`src/rtl/seg7_pkg.sv`:
```
// Shared constants for the 7-segment display blocks: blank pattern, hex glyphs
// and a width helper for counters and indices.
package seg7_pkg;

    localparam logic [6:0] SEG_OFF = 7'h7F;

    // Active-low {g,f,e,d,c,b,a}; b and d are the lowercase glyphs.
    localparam logic [6:0] HEX_GLYPH [16] = '{
        7'h40, 7'h79, 7'h24, 7'h30, 7'h19, 7'h12, 7'h02, 7'h78,
        7'h00, 7'h10, 7'h08, 7'h03, 7'h46, 7'h21, 7'h06, 7'h0E
    };

    function automatic int clog2(input int value);
        int w;
        w = 1;
        while ((1 << w) < value) w++;
        return w;
    endfunction

endpackage

```
`src/rtl/seg7_hex_decoder.sv`:
```
// Combinational hex nibble to active-low 7-segment glyph decoder.
module seg7_hex_decoder
    import seg7_pkg::*;
(
    input  logic [3:0] hex,
    output logic [6:0] seg
);

    assign seg = HEX_GLYPH[hex];

endmodule

```
`src/rtl/seg7_scan_display.sv`:
```
// Multiplexed NUM_DIGITS hex display with frame-synchronous shadow updates,
// blank/blink masks and leading-zero suppression. Optional: SEG7_SCAN_DIMMING_EN.
module seg7_scan_display
    import seg7_pkg::*;
#(
    parameter int NUM_DIGITS = 8,
    parameter int SCAN_DIV   = 10000,
    parameter int BLINK_DIV  = 256
) (
    input  logic                    clk_i,
    input  logic                    rst_i,
    input  logic [4*NUM_DIGITS-1:0] data_i,
    input  logic                    update_i,
    output logic                    update_ack_o,
    input  logic [NUM_DIGITS-1:0]   blank_mask_i,
    input  logic [NUM_DIGITS-1:0]   blink_mask_i,
    input  logic [NUM_DIGITS-1:0]   dp_mask_i,
    input  logic                    lz_en_i,
`ifdef SEG7_SCAN_DIMMING_EN
    input  logic [3:0]              brightness_i,
`endif
    output logic [6:0]              seg_o,
    output logic                    dp_o,
    output logic [NUM_DIGITS-1:0]   an_o,
    output logic                    frame_o
);

    localparam int PRE_W = clog2(SCAN_DIV);
    localparam int IDX_W = clog2(NUM_DIGITS);
    localparam int BLK_W = clog2(BLINK_DIV);

    logic [PRE_W-1:0]        prescaler;
    logic [IDX_W-1:0]        digit_idx;
    logic [BLK_W-1:0]        blink_cnt;
    logic                    blink_phase;
    logic [4*NUM_DIGITS-1:0] shadow;
    logic [4*NUM_DIGITS-1:0] staging;
    logic                    pending;
    logic                    tick;
    logic                    frame_start;
    logic [3:0]              cur_nib;
    logic                    cur_blank;
    logic                    cur_blink;
    logic                    cur_dp;
    logic                    upper_nz;
    logic                    suppressed;
    logic                    digit_off;
    logic                    dim_on;
    logic [6:0]              glyph;

    assign tick        = (prescaler == PRE_W'(SCAN_DIV - 1));
    assign frame_start = tick && (digit_idx == IDX_W'(NUM_DIGITS - 1));

    always_ff @(posedge clk_i or posedge rst_i) begin
        if (rst_i) begin
            prescaler <= '0;
            digit_idx <= '0;
        end else begin
            prescaler <= tick ? '0 : prescaler + 1'b1;
            if (tick)
                digit_idx <= frame_start ? '0 : digit_idx + 1'b1;
        end
    end

    // A request landing on the frame-start tick skips staging entirely.
    always_ff @(posedge clk_i or posedge rst_i) begin
        if (rst_i) begin
            shadow       <= '0;
            staging      <= '0;
            pending      <= 1'b0;
            update_ack_o <= 1'b0;
            frame_o      <= 1'b0;
        end else begin
            frame_o      <= frame_start;
            update_ack_o <= 1'b0;
            if (frame_start) begin
                if (update_i) begin
                    shadow       <= data_i;
                    pending      <= 1'b0;
                    update_ack_o <= 1'b1;
                end else if (pending) begin
                    shadow       <= staging;
                    pending      <= 1'b0;
                    update_ack_o <= 1'b1;
                end
            end else if (update_i) begin
                staging <= data_i;
                pending <= 1'b1;
            end
        end
    end

    always_ff @(posedge clk_i or posedge rst_i) begin
        if (rst_i) begin
            blink_cnt   <= '0;
            blink_phase <= 1'b0;
        end else if (frame_start) begin
            if (blink_cnt == BLK_W'(BLINK_DIV - 1)) begin
                blink_cnt   <= '0;
                blink_phase <= ~blink_phase;
            end else begin
                blink_cnt <= blink_cnt + 1'b1;
            end
        end
    end

    always_comb begin
        cur_nib   = 4'h0;
        cur_blank = 1'b0;
        cur_blink = 1'b0;
        cur_dp    = 1'b0;
        upper_nz  = 1'b0;
        for (int k = 0; k < NUM_DIGITS; k++) begin
            if (digit_idx == IDX_W'(k)) begin
                cur_nib   = shadow[4*k +: 4];
                cur_blank = blank_mask_i[k];
                cur_blink = blink_mask_i[k];
                cur_dp    = dp_mask_i[k];
            end
            if ((IDX_W'(k) >= digit_idx) && (shadow[4*k +: 4] != 4'h0))
                upper_nz = 1'b1;
        end
    end

    assign suppressed = lz_en_i && (digit_idx != '0) && !upper_nz;
    assign digit_off  = cur_blank || (cur_blink && blink_phase) || suppressed;

`ifdef SEG7_SCAN_DIMMING_EN
    logic [3:0]  bright_q;
    logic [31:0] dim_limit;

    always_ff @(posedge clk_i or posedge rst_i) begin
        if (rst_i)
            bright_q <= 4'hF;
        else if (frame_start)
            bright_q <= brightness_i;
    end

    assign dim_limit = ((32'(bright_q) + 32'd1) * 32'(SCAN_DIV)) / 32'd16;
    assign dim_on    = (32'(prescaler) < dim_limit);
`else
    assign dim_on = 1'b1;
`endif

    seg7_hex_decoder u_dec (
        .hex (cur_nib),
        .seg (glyph)
    );

    always_ff @(posedge clk_i or posedge rst_i) begin
        if (rst_i) begin
            seg_o <= SEG_OFF;
            dp_o  <= 1'b1;
            an_o  <= '1;
        end else if (!digit_off && dim_on) begin
            seg_o <= glyph;
            dp_o  <= ~cur_dp;
            an_o  <= ~(NUM_DIGITS'(1) << digit_idx);
        end else begin
            seg_o <= SEG_OFF;
            dp_o  <= 1'b1;
            an_o  <= '1;
        end
    end

endmodule

```
`config.mk`:
```
export PLATFORM = sky130hd
export DESIGN_NAME = seg7_scan_display
export DESIGN_NICKNAME = d
export VERILOG_FILES = /design/src/rtl/seg7_pkg.sv /design/src/rtl/seg7_hex_decoder.sv /design/src/rtl/seg7_scan_display.sv
export SDC_FILE = /design/constraint.sdc
export NUM_CORES = 1
export LEC_CHECK = 0
export BUFFER_PORTS_ARGS = -buffer_cell sky130_fd_sc_hd__buf_2
export CAP_MARGIN = 10
export CORE_UTILIZATION = 57
export CTS_CLUSTER_SIZE = 12
export DETAILED_ROUTE_END_ITERATION = 7
export GPL_TIMING_DRIVEN = 0
export PLACE_DENSITY = 0.76
export SLEW_MARGIN = 15
export SYNTH_ARGS = -nofsm -noshare
export SYNTH_HDL_FRONTEND = slang
export SYNTH_HIERARCHICAL = 1
export SYNTH_SLANG_ARGS = --single-unit
export TNS_END_PERCENT = 10
```
`constraint.sdc`:
```
create_clock -name clk_i -period 6.85 [get_ports clk_i]
set_input_delay 0.685 -clock clk_i [delete_from_list [all_inputs] [get_ports clk_i]]
set_output_delay 0.685 -clock clk_i [all_outputs]
set_load 0.03 [all_outputs]
```
### After elaboration in Yosys (flattened, before gate mapping)

Memory sizes are Yosys's and may differ from the RTL's.
Cells that the tools add are included.

| storage, ports and cells | value |
|---|---|
| flip-flop bits (word level) | 109 |
| logic and storage cells | 125 |
| bits in read-only memories | 112 |
| bits of input ports | 60 |
| memories | 1 |

| operators by class | value |
|---|---|
| magnitude comparators | 9 |
| bitwise operators | 5 |
| add/sub/neg operators | 3 |
| reduce and logical (&&, ||, !) cells | 30 |
| eq/ne operators | 9 |
| shift operators | 1 |
| mux-type cells | 55 |

Memories:

| memory | depth | width | read ports | clocked after Yosys merged registers in | wr ports | line | source |
|---|---|---|---|---|---|---|---|
| (no name shown) | 16 | 7 | 1 | 0 | 0 | seg7_hex_decoder.sv:9 | `assign seg = HEX_GLYPH[hex];` |

Operators with widths:

| kind | count |
|---|---|
| 2-to-1 mux 32 bit | 2 |
| 2-to-1 mux 1 bit | 38 |
| 2-to-1 mux 4 bit | 8 |
| nonzero test 4 bit | 8 |
| 2-to-1 mux 7 bit | 3 |
| 2-to-1 mux 8 bit | 2 |
| adder 14 x 1 -> 14 bit, second input constant | 1 |
| equality test 14 bit, second input constant | 1 |
| 2-to-1 mux 14 bit | 1 |
| equality test 3 bit, second input constant | 4 |
| greater-or-equal comparator 3 bit, first input constant | 4 |
| logical AND 1 bit | 12 |
| adder 8 x 1 -> 8 bit, second input constant | 1 |
| equality test 8 bit, second input constant | 1 |
| inverter 8 bit | 1 |
| << shifter 1 x 3 -> 8 bit, first input constant | 1 |
| equality test 3 x 2 -> 1 bit, second input constant | 2 |
| greater-or-equal comparator 1 x 3 -> 1 bit, first input constant | 2 |
| greater-or-equal comparator 2 x 3 -> 1 bit, first input constant | 2 |
| AND reduction 2 bit | 3 |
| greater-or-equal comparator 5 bit, second input constant | 1 |
| inverter 4 -> 5 bit | 1 |
| nonzero test 2 bit | 2 |
| adder 3 x 1 -> 3 bit, second input constant | 1 |
| 7 further kinds | 10 |

### Longest topological paths before layout

Gate-level depths: netlist of the first run.

| logic depth | value |
|---|---|
| depth after elaboration | 14 |
| mapped depth | 16 |

### By module

The synthesis of the first run kept the hierarchy.

By module, submodules not included:

| module | seq. area each (µm²) | cells an instance | times used | area each (µm²) |
|---|---|---|---|---|
| seg7_scan_display | 2747.6 | 491 | 1 | 5390.2 |
| seg7_hex_decoder | 0.0 | 36 | 1 | 256.5 |

### Least setup slack after synthesis of the first run

No wires, ideal clock.

| timing | value |
|---|---|
| kind | reg-to-reg |
| from | register digit_idx[0] |
| to | register seg_o[3] |
| library setup time | 93 ps |
| period minus slack after synthesis | 3195 ps |
| buffers on the path | 3 |
| setup slack | 3655 ps |
| arrival | 3102 ps |
| stages on the path, launching flop included | 17 |
| path through | dfrtp_1 clkbuf_1 inv_1 ha_1 clkbuf_1 inv_1 clkbuf_1 nor2_1 a31oi_1 a221oi_1 o21ai_0 inv_1 ha_1 nand2_2 a21oi_1 a31oi_1 nand3b_1 |

| between the ends | value |
|---|---|
| word-level cells in the longest chain between the ends | 14 |

RTL lines:

| item | line | source |
|---|---|---|
| start: declaration | seg7_scan_display.sv:33 | `logic [IDX_W-1:0] digit_idx;` |
| start signal: assignment | seg7_scan_display.sv:61 | `digit_idx <= frame_start ? '0 : digit_idx + 1'b1;` |
| zero test 3 bit | seg7_scan_display.sv:114 | `if (digit_idx == IDX_W'(k)) begin` |
| 2-to-1 mux 4 bit (7 in a row) | seg7_scan_display.sv:114 |  |
| 2-to-1 mux 4 bit * | seg7_scan_display.sv:114 |  |
| via cur_nib[0] | seg7_scan_display.sv:41 | `logic [3:0] cur_nib;` |
| inverter 4 -> 5 bit (implied by the code) * | seg7_hex_decoder.sv:9 |  |
| memory read (16 x 7 bit) * | -- |  |
| 2-to-1 mux 7 bit (implied by the code) * (2 in a row) | seg7_hex_decoder.sv:9 |  |
| via glyph[3] | seg7_scan_display.sv:49 | `logic [6:0] glyph;` |
| 2-to-1 mux 7 bit * | seg7_scan_display.sv:155 | `end else if (!digit_off && dim_on) begin` |
| end signal: assignment | seg7_scan_display.sv:156 | `seg_o <= glyph;` |
| end: declaration | seg7_scan_display.sv:22 | `output logic [6:0] seg_o,` |

Mark *: on every way through the listed nets, which the timed path passes. The rest lies on a longest branch. The select of a mux whose other input is x is not followed.
A chain may end at the register's enable or synchronous reset.

### Worst setup path after layout of the first run

Same ends and word-level chain as after synthesis.

==> parameters.txt, run 1 <==
Parameter                              Value

Pwr
  Clock share of power ... 37.4%
  Total net switching power ... 0.284 mW
  Post-layout total power ... 1.27 mW
  Net switching fraction of the power ... 22.4%
  Seq pwr share ... 53.5%
  Leakage Power ... 3.03 nW
  Power share of the combinational group ... 9.1%
  Ratio of total power to cell area ... 196 nW/um^2
  Cell internal power dissipation ... 0.982 mW
  Maximum ir drop on the vdd rail ... 0.181 mV

Place
  Worst Setup Slack post-DPL ... 2810 ps
  Port bufs ... 76
  Placed instance count ... 733
  Final HPWL DP ... 9270 um
  Placed cell areas ... 6220 um^2
  Routability congestion estimate ... 0.923

Logic synthesis
  Multiplexer fraction of the synthesized cell area ... 14.8%
  Synthesized-area fraction occupied by and/or/nand/nor cells ... 15.4%
  Post-synthesis share of cell area spent on xor and xnor gates ... 2.79%
  Post-synthesis cell area ... 5650 um^2
  Yosys top cell area share ... 41.2%
  EDFF count, synth ... 0
  Area contributors post-synth ... dfrtp_1, mux2_4, dfstp_2
  Portion of the post-synthesis area used by sequential elements ... 48.7%
  Synth Area in Compound Gates ... 10.5%
  Dominant register cell in the synthesized netlist ... dfrtp_1
  Post-synth ARST share ... 100%
  Cell accounting for the most synthesized area ... dfrtp_1
  Distinct cell type count of the synthesized netlist ... 60
  Post-synthesis sequential element count ... 109
  Average size of a mapped cell ... 10.7 um^2
  Synth Warn # ... 6
  Synth Area in Adders ... 3.32%
  Dominant combinational cell family by area after synthesis ... simple AND/OR/NAND/NOR gates
  Cell count after synthesis ... 527
  Mapped Nets ... 602

Setup path
  Capture point of the worst reg-to-reg path ... seg_o[3]$_DFF_PP1_
  Slowest stage delay, CP ... 680 ps
  Critical register-to-register path startpoint ... digit_idx[0]$_DFFE_PP0P_
  CP max stage cell ... o21ai_0
  Critical Path, Cell by Cell ... clkbuf_1 > inv_1 > ha_1 > clkbuf_1 > inv_1 > clkbuf_1 > nor2_1 > a31oi_1 > a221oi_1 > o21ai_0 > inv_1 > ha_1 > or2_1 > a21oi_1 > a31oi_1 > nand3b_1
  Worst EP required ... 7140 ps
  Crit Path Class ... reg2reg
  Cell count of the worst reg-to-reg path ... 16
  Worst reg2reg setup slack ... 2660 ps
  Max FO, Critical Path ... 10
  Critical Path Sink Type ... flop
  Worst endpoint data arrival time ... 4480 ps
  Setup crit start kind ... flop

Timing
  Worst-case setup margin in the final layout ... 2660 ps
  Count of final setup violators ... 0
  Clock skew ... 17.1 ps
  Final Max Tran Viols ... 0
  Transition time at the pin with the least slew margin ... 904 ps
  Setup repair after global routing missed its margin ... no
  Max Freq ... 0.239 GHz
  Post-route fraction of the period consumed by the critical path ... 61.2%
  Worst-case hold slack ... 216 ps
  Headroom to the max-slew limit ... 39.1%
  Tmin final ... 4190 ps
  Final-report hold violation count ... 0
  Final setup TNS ... 0 ps

Final layout
  Final standard cell count with taps included and fillers excluded ... 749
  Number of diodes added for antenna fixing ... 0
  Leading cell type in the layout, fill and taps excluded ... dfrtp_1
  Growth of design area from synthesis to finish ... 14.6%
  Post-layout util ... 68.7%
  Total Nets Final ... 690
  Leading cell types in the layout, fill and taps excluded ... dfrtp_1, buf_2, nand2_1, o21ai_0, mux2i_1
  Share of post-route cells with drive strength above 1 ... 26.6%
  Layout filler cell count ... 734
  Area of all placed cells without fillers ... 6470 um^2

Route
  Starting DRC count in detailed routing ... 255
  Total length of routed wires ... 12500 um
  DRC Markers ... 0
  Detailed-route via count ... 4202
  WL per Instance ... 16.7 um
  Antenna Violating Nets Remaining ... 0
  TritonRoute pass-1 iters ... 5
  Vias per cell ... 5.61

Global routing
  GRT Total Usage ... 26.5%
  Global-route wire length before repair ... 20700 um
  Vias in the first global route ... 4170
  Grt total ovfl ... 0
  Maximum number of pins on one net before global-route repair ... 93
  Initial antenna violation count ... 0

Hold path
  Worst hold path class ... in2async

Die
  Count of pins on the block boundary ... 78
  Starting density of the core ... 60.0%
  Core region area ... 9420 um^2
  Chip width ... 102 um
  Die Outline Area ... 10300 um^2
  Number of placement rows ... 35
  Die height ... 102 um

Status
  Run status ... complete, no violations

Clocking
  Clock buffer depth ... 2
  Sinks on the clock net ... 109
  Total clock buffers created by CTS ... 9
  Clock tree from TritonCTS ... done
  Clk root buf ... clkbuf_8
  Clk slew on worst S/H paths ... 110 ps
  # hold bufs at CTS ... 0
  Setup Fix Bufs, Post-CTS ... 0
  Clock latency of the later-clocked register in the worst-skew pair ... 390 ps
  CTS H-Tree Depth ... 3
  Post-CTS Resized ... 0

Job
  Max-Cap Viols ... 0
[worst max-delay path: cells and delay by family, from the launching register on]
| family | cells | cell delay (ps) |
|---|---|---|
| buffers and inverters | 6 | 1520 |
| AND/OR/NAND/NOR | 3 | 460 |
| flip-flops | 1 | 390 |
| AO/OA/AOI/OAI | 5 | 1220 |
| adder cells (fa/ha/maj) | 2 | 490 |
[worst max-delay path by stage]
stage | endpoint | start | cells after the start
2_1_floorplan | blink_cnt[0]$_DFFE_PP0P_ | rst_i | 1
3_3_place_gp | digit_idx[2]$_DFFE_PP0P_ | rst_i | 2
3_5_place_dp | seg_o[3]$_DFF_PP1_ | digit_idx[0]$_DFFE_PP0P_ | 16
4_1_cts | seg_o[3]$_DFF_PP1_ | digit_idx[0]$_DFFE_PP0P_ | 16
5_1_grt | seg_o[3]$_DFF_PP1_ | digit_idx[0]$_DFFE_PP0P_ | 16
6_report | seg_o[3]$_DFF_PP1_ | digit_idx[0]$_DFFE_PP0P_ | 16
[cell usage after synthesis (all sizes together) (2+ instances only)]
cell / number
xor2: 14
nor2: 30
a31oi: 9
o31ai: 2
o21ai: 55
mux2i: 34
nor4: 10
clkbuf: 23
xnor2: 4
dfrtp: 93
nand2b: 3
a211oi: 2
o21a: 2
or3: 2
o211ai: 3
ha: 15
inv: 11
dfstp: 16
nand2: 65
nor3: 3
a21oi: 15
a221oi: 4
mux2: 34
and2: 4
buf: 9
a21o: 2
and3: 6
nand3: 22
nand3b: 9
nor3b: 2
or2: 2
nor2b: 2
nand4: 8
[power groups by stage]
stage | combinational [mW] | clock, mW | sequential, mW
after floorplan | 0.0723 | 0 | 0.692
after global placement | 0.111 | 0 | 0.688
after detailed placement | 0.117 | 0 | 0.690
after CTS | 0.118 | 0.480 | 0.678
after global routing | 0.127 | 0.503 | 0.680
final | 0.116 | 0.473 | 0.677
[final cells by class]
type                            instances  area [um^2]  share of cell area, %
Sequential cell                       109         2750                   42.5
Multi-Input combinational cell        374         2650                   40.9
Timing Repair Buffer                   77          408                   6.31
Buffer                                 32          208                   3.21
Tap cell                              129          161                   2.50
Clock buffer                           11          141                   2.19
Clock inverter                          5          106                   1.64
Inverter                               12         50.0                  0.774
[flip-flops by register name, summed over array words and instances (netlist names)]
signal and count:
update_ack_o 1, an_o 8, staging 32, blink_cnt 8
frame_o 1, pending 1, prescaler 14, seg_o 7
digit_idx 3, shadow 32, dp_o 1, blink_phase 1
[kinds of logic (layout without fill, tap and decap cells)]
kind of cell,count (synthesis),count (layout)
adder cells (fa/ha/maj),15,15
flip-flops,109,109
buffers and inverters,44,137
multiplexers,68,68
AND/OR/NAND/NOR,171,171
AO/OA/AOI/OAI,102,102
XOR/XNOR,18,18
[routing by layer]
layer  wire, um  track usage (%)  up-vias
met5          0                0        -
met4        283             9.03        0
met3        515             4.83       20
met2       5960             43.6      127
met1       5730             35.5     2022
li1           -                -     2033
(Power assumes the default switching activity.)
==> run 2, diff against run 1 <==
==> constraint.sdc (replaced) <==
create_clock -name clk_i -period 4.12 [get_ports clk_i]
set_input_delay 0.412 -clock clk_i [delete_from_list [all_inputs] [get_ports clk_i]]
set_output_delay 0.412 -clock clk_i [all_outputs]
set_load 0.03 [all_outputs]
==> run 2 against run 1 <==
Net effect:
- via count rose by 1.0%
- global-route usage hardly changed
- combinational power increased by 66%
- clock power is 66% higher
- critical path type unchanged
- critical endpoint unchanged
==> parameters.txt, run 2 (synthesis results as in run 1) <==
Parameter                              Value

Route
  Detailed-route via count ... 4246 (+1.0%)
  TritonRoute pass-1 iters ... 5 (unchanged)
  Starting DRC count in detailed routing ... 342 (+34%)
  Total length of routed wires ... 12500 um (-0.31%)
  Antenna Violating Nets Remaining ... 0 (unchanged)
  DRC Markers ... 0 (unchanged)
  WL per Instance ... 16.6 um (-0.45%)
  Vias per cell ... 5.66 (+0.91%)

Global routing
  Global-route wire length before repair ... 20700 um (+0.13%)
  GRT Total Usage ... 26.5% (+0.030 points)
  Grt total ovfl ... 0 (unchanged)
  Initial antenna violation count ... 0 (unchanged)
  Maximum number of pins on one net before global-route repair ... 93 (unchanged)
  Vias in the first global route ... 4182 (+0.29%)

Timing
  Post-route fraction of the period consumed by the critical path ... 90.8% (+30 points)
  Max Freq ... 0.267 GHz (+12%)
  Worst-case hold slack ... 268 ps (+52.4 ps)
  Tmin final ... 3740 ps (-450 ps)
  Final Max Tran Viols ... 0 (unchanged)
  Final-report hold violation count ... 0 (unchanged)
  Count of final setup violators ... 0 (unchanged)
  Clock skew ... 16.7 ps (-0.337 ps)
  Transition time at the pin with the least slew margin ... 829 ps (-75.6 ps)
  Headroom to the max-slew limit ... 44.2% (+5.1 points)
  Setup repair after global routing missed its margin ... no

Clocking
  Sinks on the clock net ... 109 (unchanged)
  CTS H-Tree Depth ... 3 (unchanged)
  Clock latency of the later-clocked register in the worst-skew pair ... 390 ps (about the same)
  Setup Fix Bufs, Post-CTS ... 0 (unchanged)
  Clock buffer depth ... 2 (unchanged)
  Clk root buf ... clkbuf_8
  Clk slew on worst S/H paths ... 110 ps (about the same)
  Clock tree from TritonCTS ... done
  Total clock buffers created by CTS ... 9 (unchanged)

Place
  Routability congestion estimate ... 0.923 (unchanged)
  Final HPWL DP ... 9270 um (unchanged)
  Port bufs ... 76 (unchanged)
  Placed cell areas ... 6220 um^2 (unchanged)

Setup path
  CP max stage cell ... dfrtp_1
  Critical Path, Cell by Cell ... clkbuf_1 > inv_1 > ha_1 > clkbuf_1 > inv_1 > clkbuf_1 > nor2_1 > a31oi_1 > a221oi_1 > o21ai_2 > inv_1 > ha_1 > or2_1 > a21oi_1 > a31oi_1 > nand3b_1
  Max FO, Critical Path ... 10 (unchanged)
  Worst endpoint data arrival time ... 4040 ps (-440 ps)
  Slowest stage delay, CP ... 390 ps (-290 ps)
  Critical path buffer and inverter count ... 6 (unchanged)
  Crit Path Class ... reg2reg
  Cell type group with the largest total delay on the critical path ... buffers and inverters
  Critical Path Sink Type ... flop
  Setup crit start kind ... flop
  Worst EP required ... 4420 ps (-2720 ps)

Final layout
  Area of all placed cells without fillers ... 6490 um^2 (+0.27%)
  Growth of design area from synthesis to finish ... 14.9%
  Number of diodes added for antenna fixing ... 0 (unchanged)
  Leading registers by flop count ... shadow: 32 flops, staging: 32 flops, prescaler: 14 flops
  Leading cell types in the layout, fill and taps excluded ... dfrtp_1, buf_2, nand2_1, o21ai_0, mux2i_1
  Total Nets Final ... 691 (+0.14%)
  Layout filler cell count ... 734 (unchanged)
  Combined flip-flop and latch cell area ... 2750 um^2 (unchanged)
  Leading cell type in the layout, fill and taps excluded ... dfrtp_1
  Total area of multi-input combinational cells ... 2650 um^2 (+0.28%)
  Share of post-route cells with drive strength above 1 ... 26.9% (+0.28 points)

Job
  Max-Cap Viols ... 0 (unchanged)

Pwr
  Total net switching power ... 0.473 mW (+66%)
  Ratio of total power to cell area ... 325 nW/um^2 (+66%)
  Maximum ir drop on the vdd rail ... 0.301 mV (+66%)
  Clock share of power ... 37.4% (about the same)
  Leakage Power ... 3.04 nW (+0.29%)
  Power share of the combinational group ... 9.2% (about the same)
  Seq pwr share ... 53.5% (about the same)
  Cell internal power dissipation ... 1.63 mW (+66%)
  Post-layout total power ... 2.11 mW (+66%)
  Net switching fraction of the power ... 22.5% (about the same)

Hold path
  Worst hold path class ... in2reg

Die
  Chip width ... 102 um (unchanged)
  Die height ... 102 um (unchanged)
  Starting density of the core ... 60.0% (unchanged)
  Number of placement rows ... 35 (unchanged)
  Count of pins on the block boundary ... 78 (unchanged)
  Core region area ... 9420 um^2 (unchanged)
  Die Outline Area ... 10300 um^2 (unchanged)

Status
  Run status ... complete, no violations
[run 2: cell types whose count changed in the layout (fill, tap and decap cells not counted), sizes merged]
| cell | before | now |
|---|---|---|
| dlygate4sd3 | 0 | 1 |
[run 2: worst reg2reg max path: stages (launching register included)]
cell and delay [ps]:
dfrtp_1 390, clkbuf_1 350, inv_1 190, ha_1 240, clkbuf_1 210, inv_1 180, clkbuf_1 350, nor2_1 90
a31oi_1 240, a221oi_1 140, o21ai_2 330, inv_1 160, ha_1 220, or2_1 220, a21oi_1 130, a31oi_1 50
nand3b_1 150
[run 2: power groups by stage]
| stage | Combinational, mW | Clock (mW) | Sequential [mW] |
|---|---|---|---|
| CTS | 0.196 | 0.799 | 1.13 |
| global placement | 0.185 | 0 | 1.14 |
| detailed placement | 0.194 | 0 | 1.15 |
| floorplan | 0.120 | 0 | 1.15 |
| finish | 0.193 | 0.787 | 1.13 |
| global route | 0.211 | 0.836 | 1.13 |
[run 2: timing repair]
action,in CTS,in global routing
setup endpoints to repair,0,7
hold buffers,1,0
resized for setup,0,4
endpoints found under the hold margin,17,0
[run 2: layer usage]
layer | global-route usage [%] | routed length [um] | up-vias
li1 | - | - | 2039
met1 | 35.5 | 5640 | 2054
met2 | 43.7 | 5980 | 129
met3 | 4.83 | 537 | 24
met4 | 9.03 | 294 | 0
met5 | 0 | 0 | -
[run 2: cell type report]
cell class                 count  share of cell area, %
clock inverter                 5                   1.64
tap                          129                   2.49
buffer                        32                   3.20
inverter                      12                  0.772
timing repair buffer          78                   6.44
multi-input combinational    374                   40.9
clock buffer                  11                   2.18
sequential                   109                   42.4
[run 2: path summary, 6_finish.rpt]
kind                                       endpoint                startpoint  slack (ps)  cells after the start
setup / recovery                 seg_o[3]$_DFF_PP1_  digit_idx[0]$_DFFE_PP0P_         380                     16
hold reg to reg            blink_cnt[4]$_DFFE_PP0P_  blink_cnt[4]$_DFFE_PP0P_         470                      1
min in group asynchronous    staging[7]$_DFFE_PP0P_                     rst_i         490                      3
hold / removal               staging[7]$_DFFE_PP0P_                 data_i[7]         270                      2
max in group asynchronous        seg_o[5]$_DFF_PP1_                     rst_i        2910                      4
setup reg to reg                 seg_o[3]$_DFF_PP1_  digit_idx[0]$_DFFE_PP0P_         380                     16
[run 2: through the flow]
stage | cells | TNS (ps) | setup slack, ps | utilization [%]
after floorplan | 527 | 0 | 861 | -
after global placement | 732 | -18120 | -203 | 65.7
after detailed placement | 733 | 0 | 83.8 | 66.1
after CTS | 750 | 0 | 41.6 | 68.8
after global routing | 750 | 0 | 73.7 | 68.9
final | 750 | 0 | 379 | 68.9
==> run 3, diff against run 2 <==
--- a/config.mk
+++ b/config.mk
@@ -5,6 +5,7 @@
 export SDC_FILE = /design/constraint.sdc
 export NUM_CORES = 1
 export LEC_CHECK = 0
+export ABC_AREA = 1
 export BUFFER_PORTS_ARGS = -buffer_cell sky130_fd_sc_hd__buf_2
 export CAP_MARGIN = 10
 export CORE_UTILIZATION = 57
==> run 3 against run 2 <==
Net effect:
- sequential share of layout area decreased by 0.58 points
- worst setup slack improved by 330 ps
- largest power group unchanged
- die area increased by 2.9%
- final cell count increased by 22%
- critical endpoint unchanged
==> parameters.txt, run 3 <==
Parameter                              Value

Timing
  Max Freq ... 0.293 GHz (+9.7%)
  Post-route fraction of the period consumed by the critical path ... 82.8% (-8.0 points)
  Final-report hold violation count ... 0 (unchanged)
  Count of final setup violators ... 0 (unchanged)
  Clock skew ... 14.5 ps (-2.20 ps)
  Transition time at the pin with the least slew margin ... 674 ps (-154 ps)
  Setup repair after global routing missed its margin ... no
  Headroom to the max-slew limit ... 55.0% (+11 points)
  Worst-case setup margin in the final layout ... 710 ps (+331 ps)
  Tmin final ... 3410 ps (-331 ps)
  Final Max Tran Viols ... 0 (unchanged)

Final layout
  Growth of design area from synthesis to finish ... 13.1%
  Leading registers by flop count ... shadow: 32 flops, staging: 32 flops, prescaler: 14 flops
  Total Nets Final ... 851 (+23%)
  Layout filler cell count ... 847 (+15%)
  Area of all placed cells without fillers ... 6580 um^2 (+1.4%)
  Leading cell types in the layout, fill and taps excluded ... nand2_1, dfrtp_1, buf_2, inv_1, o21ai_0
  Leading cell type in the layout, fill and taps excluded ... nand2_1
  Final standard cell count with taps included and fillers excluded ... 914 (+22%)
  Number of diodes added for antenna fixing ... 0 (unchanged)
  Share of post-route cells with drive strength above 1 ... 22.2% (-4.7 points)

Clocking
  Total clock buffers created by CTS ... 9 (unchanged)
  Clk slew on worst S/H paths ... 100 ps (about the same)
  Clk root buf ... clkbuf_8
  CTS H-Tree Depth ... 3 (unchanged)
  Clock buffer depth ... 2 (unchanged)
  Sinks on the clock net ... 109 (unchanged)
  # hold bufs at CTS ... 0 (-1)
  Clock latency of the later-clocked register in the worst-skew pair ... 400 ps (about the same)
  Post-CTS Resized ... 0 (unchanged)
  Clock tree from TritonCTS ... done
  Setup Fix Bufs, Post-CTS ... 0 (unchanged)

Pwr
  Maximum ir drop on the vdd rail ... 0.315 mV (+4.6%)
  Leakage Power ... 3.27 nW (+7.8%)
  Ratio of total power to cell area ... 288 nW/um^2 (-11%)
  Post-layout total power ... 1.89 mW (-10%)

Place
  Routability congestion estimate ... 0.842 (-8.8%)
  Final HPWL DP ... 9400 um (+1.4%)
  Port bufs ... 76 (unchanged)
  Placed instance count ... 898 (+23%)
  Placed cell areas ... 6390 um^2 (+2.8%)
  Worst Setup Slack post-DPL ... 751 ps (+667 ps)

Route
  Detailed-route via count ... 4861 (+14%)
  Antenna Violating Nets Remaining ... 0 (unchanged)
  WL per Instance ... 13.6 um (-18%)
  Total length of routed wires ... 12400 um (about the same)
  Vias per cell ... 5.32 (-6.1%)
  DRC Markers ... 0 (unchanged)
  TritonRoute pass-1 iters ... 5 (unchanged)
  Starting DRC count in detailed routing ... 252 (-26%)

Logic synthesis
  Leading cell type by number of instances after synthesis ... nand2_1
  Cell count after synthesis ... 688 (+31%)
  Leading post-synthesis cells by instance count ... nand2_1, dfrtp_1, inv_1, o21ai_0, nand3_1
  Area contributors post-synth ... dfrtp_1, nand2_1, dfstp_2
  Dominant register cell in the synthesized netlist ... dfrtp_1
  Cell accounting for the most synthesized area ... dfrtp_1
  Mapped Nets ... 763 (+27%)
  Post-synth ARST share ... 100% (unchanged)
  Synth Warn # ... 6 (unchanged)
  Post-synthesis sequential element count ... 109 (unchanged)
  Average size of a mapped cell ... 8.45 um^2 (-21%)
  Yosys top cell area share ... 40.0% (-1.2 points)
  EDFF count, synth ... 0 (unchanged)
  Portion of the post-synthesis area used by sequential elements ... 47.3% (-1.4 points)
  Post-synthesis cell area ... 5810 um^2 (+2.9%)
  Distinct cell type count of the synthesized netlist ... 44 (-27%)

Setup path
  Slowest stage delay, CP ... 530 ps (+140 ps)
  Worst reg2reg setup slack ... 710 ps (+330 ps)
  CP max stage cell ... dfrtp_1
  Critical Path, Cell by Cell ... ha_1 > ha_1 > clkbuf_1 > inv_1 > clkbuf_1 > o21ai_0 > o21ai_1 > inv_1 > ha_1 > nand2_1 > nand3_1 > nand2_1 > inv_1 > nand3_2
  Critical Path Sink Type ... flop
  Worst EP required ... 4440 ps (+20 ps)
  Crit Path Class ... reg2reg
  Max FO, Critical Path ... 10 (unchanged)
  Worst endpoint data arrival time ... 3730 ps (-310 ps)
  Setup crit start kind ... flop

Die
  Starting density of the core ... 59.2% (-0.77 points)
  Die Outline Area ... 10600 um^2 (+2.9%)
  Number of placement rows ... 36 (+2.9%)
  Chip width ... 103 um (+1.4%)
  Die height ... 103 um (+1.4%)
  Core region area ... 9820 um^2 (+4.3%)
  Count of pins on the block boundary ... 78 (unchanged)

Job
  Max-Cap Viols ... 0 (unchanged)

Global routing
  Maximum number of pins on one net before global-route repair ... 60 (-35%)
  Global-route wire length before repair ... 21000 um (+1.5%)
  Grt total ovfl ... 0 (unchanged)
  Initial antenna violation count ... 0 (unchanged)
  GRT Total Usage ... 25.8% (-0.71 points)
  Vias in the first global route ... 4591 (+9.8%)

Hold path
  Worst hold path class ... in2async

Status
  Run status ... complete, no violations
run 3: cell count changes after synthesis, moves of 21 or more:
cell     delta
mux2i_1    -22
o21ai_1    +28
mux2_4     -30
nand2_1   +101
nand3_1    +21
inv_1      +62
run 3: path summary, 6_finish.rpt:
| kind | endpoint | depth (start not counted) | start |
|---|---|---|---|
| worst max-delay path | seg_o[3]$_DFF_PP1_ | 14 | digit_idx[0]$_DFFE_PP0P_ |
| worst min-delay path | staging[21]$_DFFE_PP0P_ | 2 | rst_i |
| worst max register to register | seg_o[3]$_DFF_PP1_ | 14 | digit_idx[0]$_DFFE_PP0P_ |
| worst min register to register | prescaler[0]$_DFF_PP0_ | 1 | prescaler[0]$_DFF_PP0_ |
| max in group asynchronous | seg_o[1]$_DFF_PP1_ | 3 | rst_i |
| min in group clk_i | staging[4]$_DFFE_PP0P_ | 2 | data_i[4] |
run 3: critical path, delay by kind of cell (launching register included):
family	cells	cell delay, ps
compound gates	2	620
fa+ha+maj	3	830
buf+inv	5	1110
flops	1	530
simple gates	4	250
run 3: through the flow:
stage                     TNS (ps)  hold slack (ps)  util [%]
after detailed placement         0              458      65.1
after floorplan                  0              431         -
final                            0             33.4      67.0
after CTS                        0             45.5      67.0
after global routing             0             65.1      67.0
after global placement      -19380              446      64.8
run 3: layout make-up:
type | count | area [um^2] | share of cell area, %
Clock inverter | 5 | 42.5 | 0.647
Timing Repair Buffer | 77 | 408 | 6.20
Multi-Input combinational cell | 468 | 2580 | 39.3
Clock buffer | 11 | 141 | 2.15
Buffer | 25 | 153 | 2.32
Tap cell | 133 | 166 | 2.53
Sequential cell | 109 | 2750 | 41.8
Inverter | 86 | 333 | 5.06
run 3: report_power, final:
part / total [mW] / switching (mW) / internal [mW]
registers: 1.12 / 0.0153 / 1.11
logic: 0.159 / 0.0957 / 0.0634
clock network: 0.615 / 0.371 / 0.244
run 3: logic make-up after synthesis:
| group | share of synthesized area, % |
|---|---|
| buffers and inverters | 8.27 |
| muxes | 4.39 |
| and+or+nand+nor | 23.5 |
| AOI/OAI and AO/OA | 11.1 |
| adders and majority gates | 3.23 |
| xor gates and xnor gates | 2.26 |
| DFF | 47.3 |
run 3: layer usage:
| metal | global-route usage, % | up-vias | part of all wire, % |
|---|---|---|---|
| met1 | 33.6 | 2314 | 45 |
| met5 | 0 | - | 0 |
| met3 | 6.24 | 21 | 5.0 |
| met4 | 8.34 | 0 | 1.4 |
| li1 | - | 2402 | - |
| met2 | 42.6 | 124 | 49 |
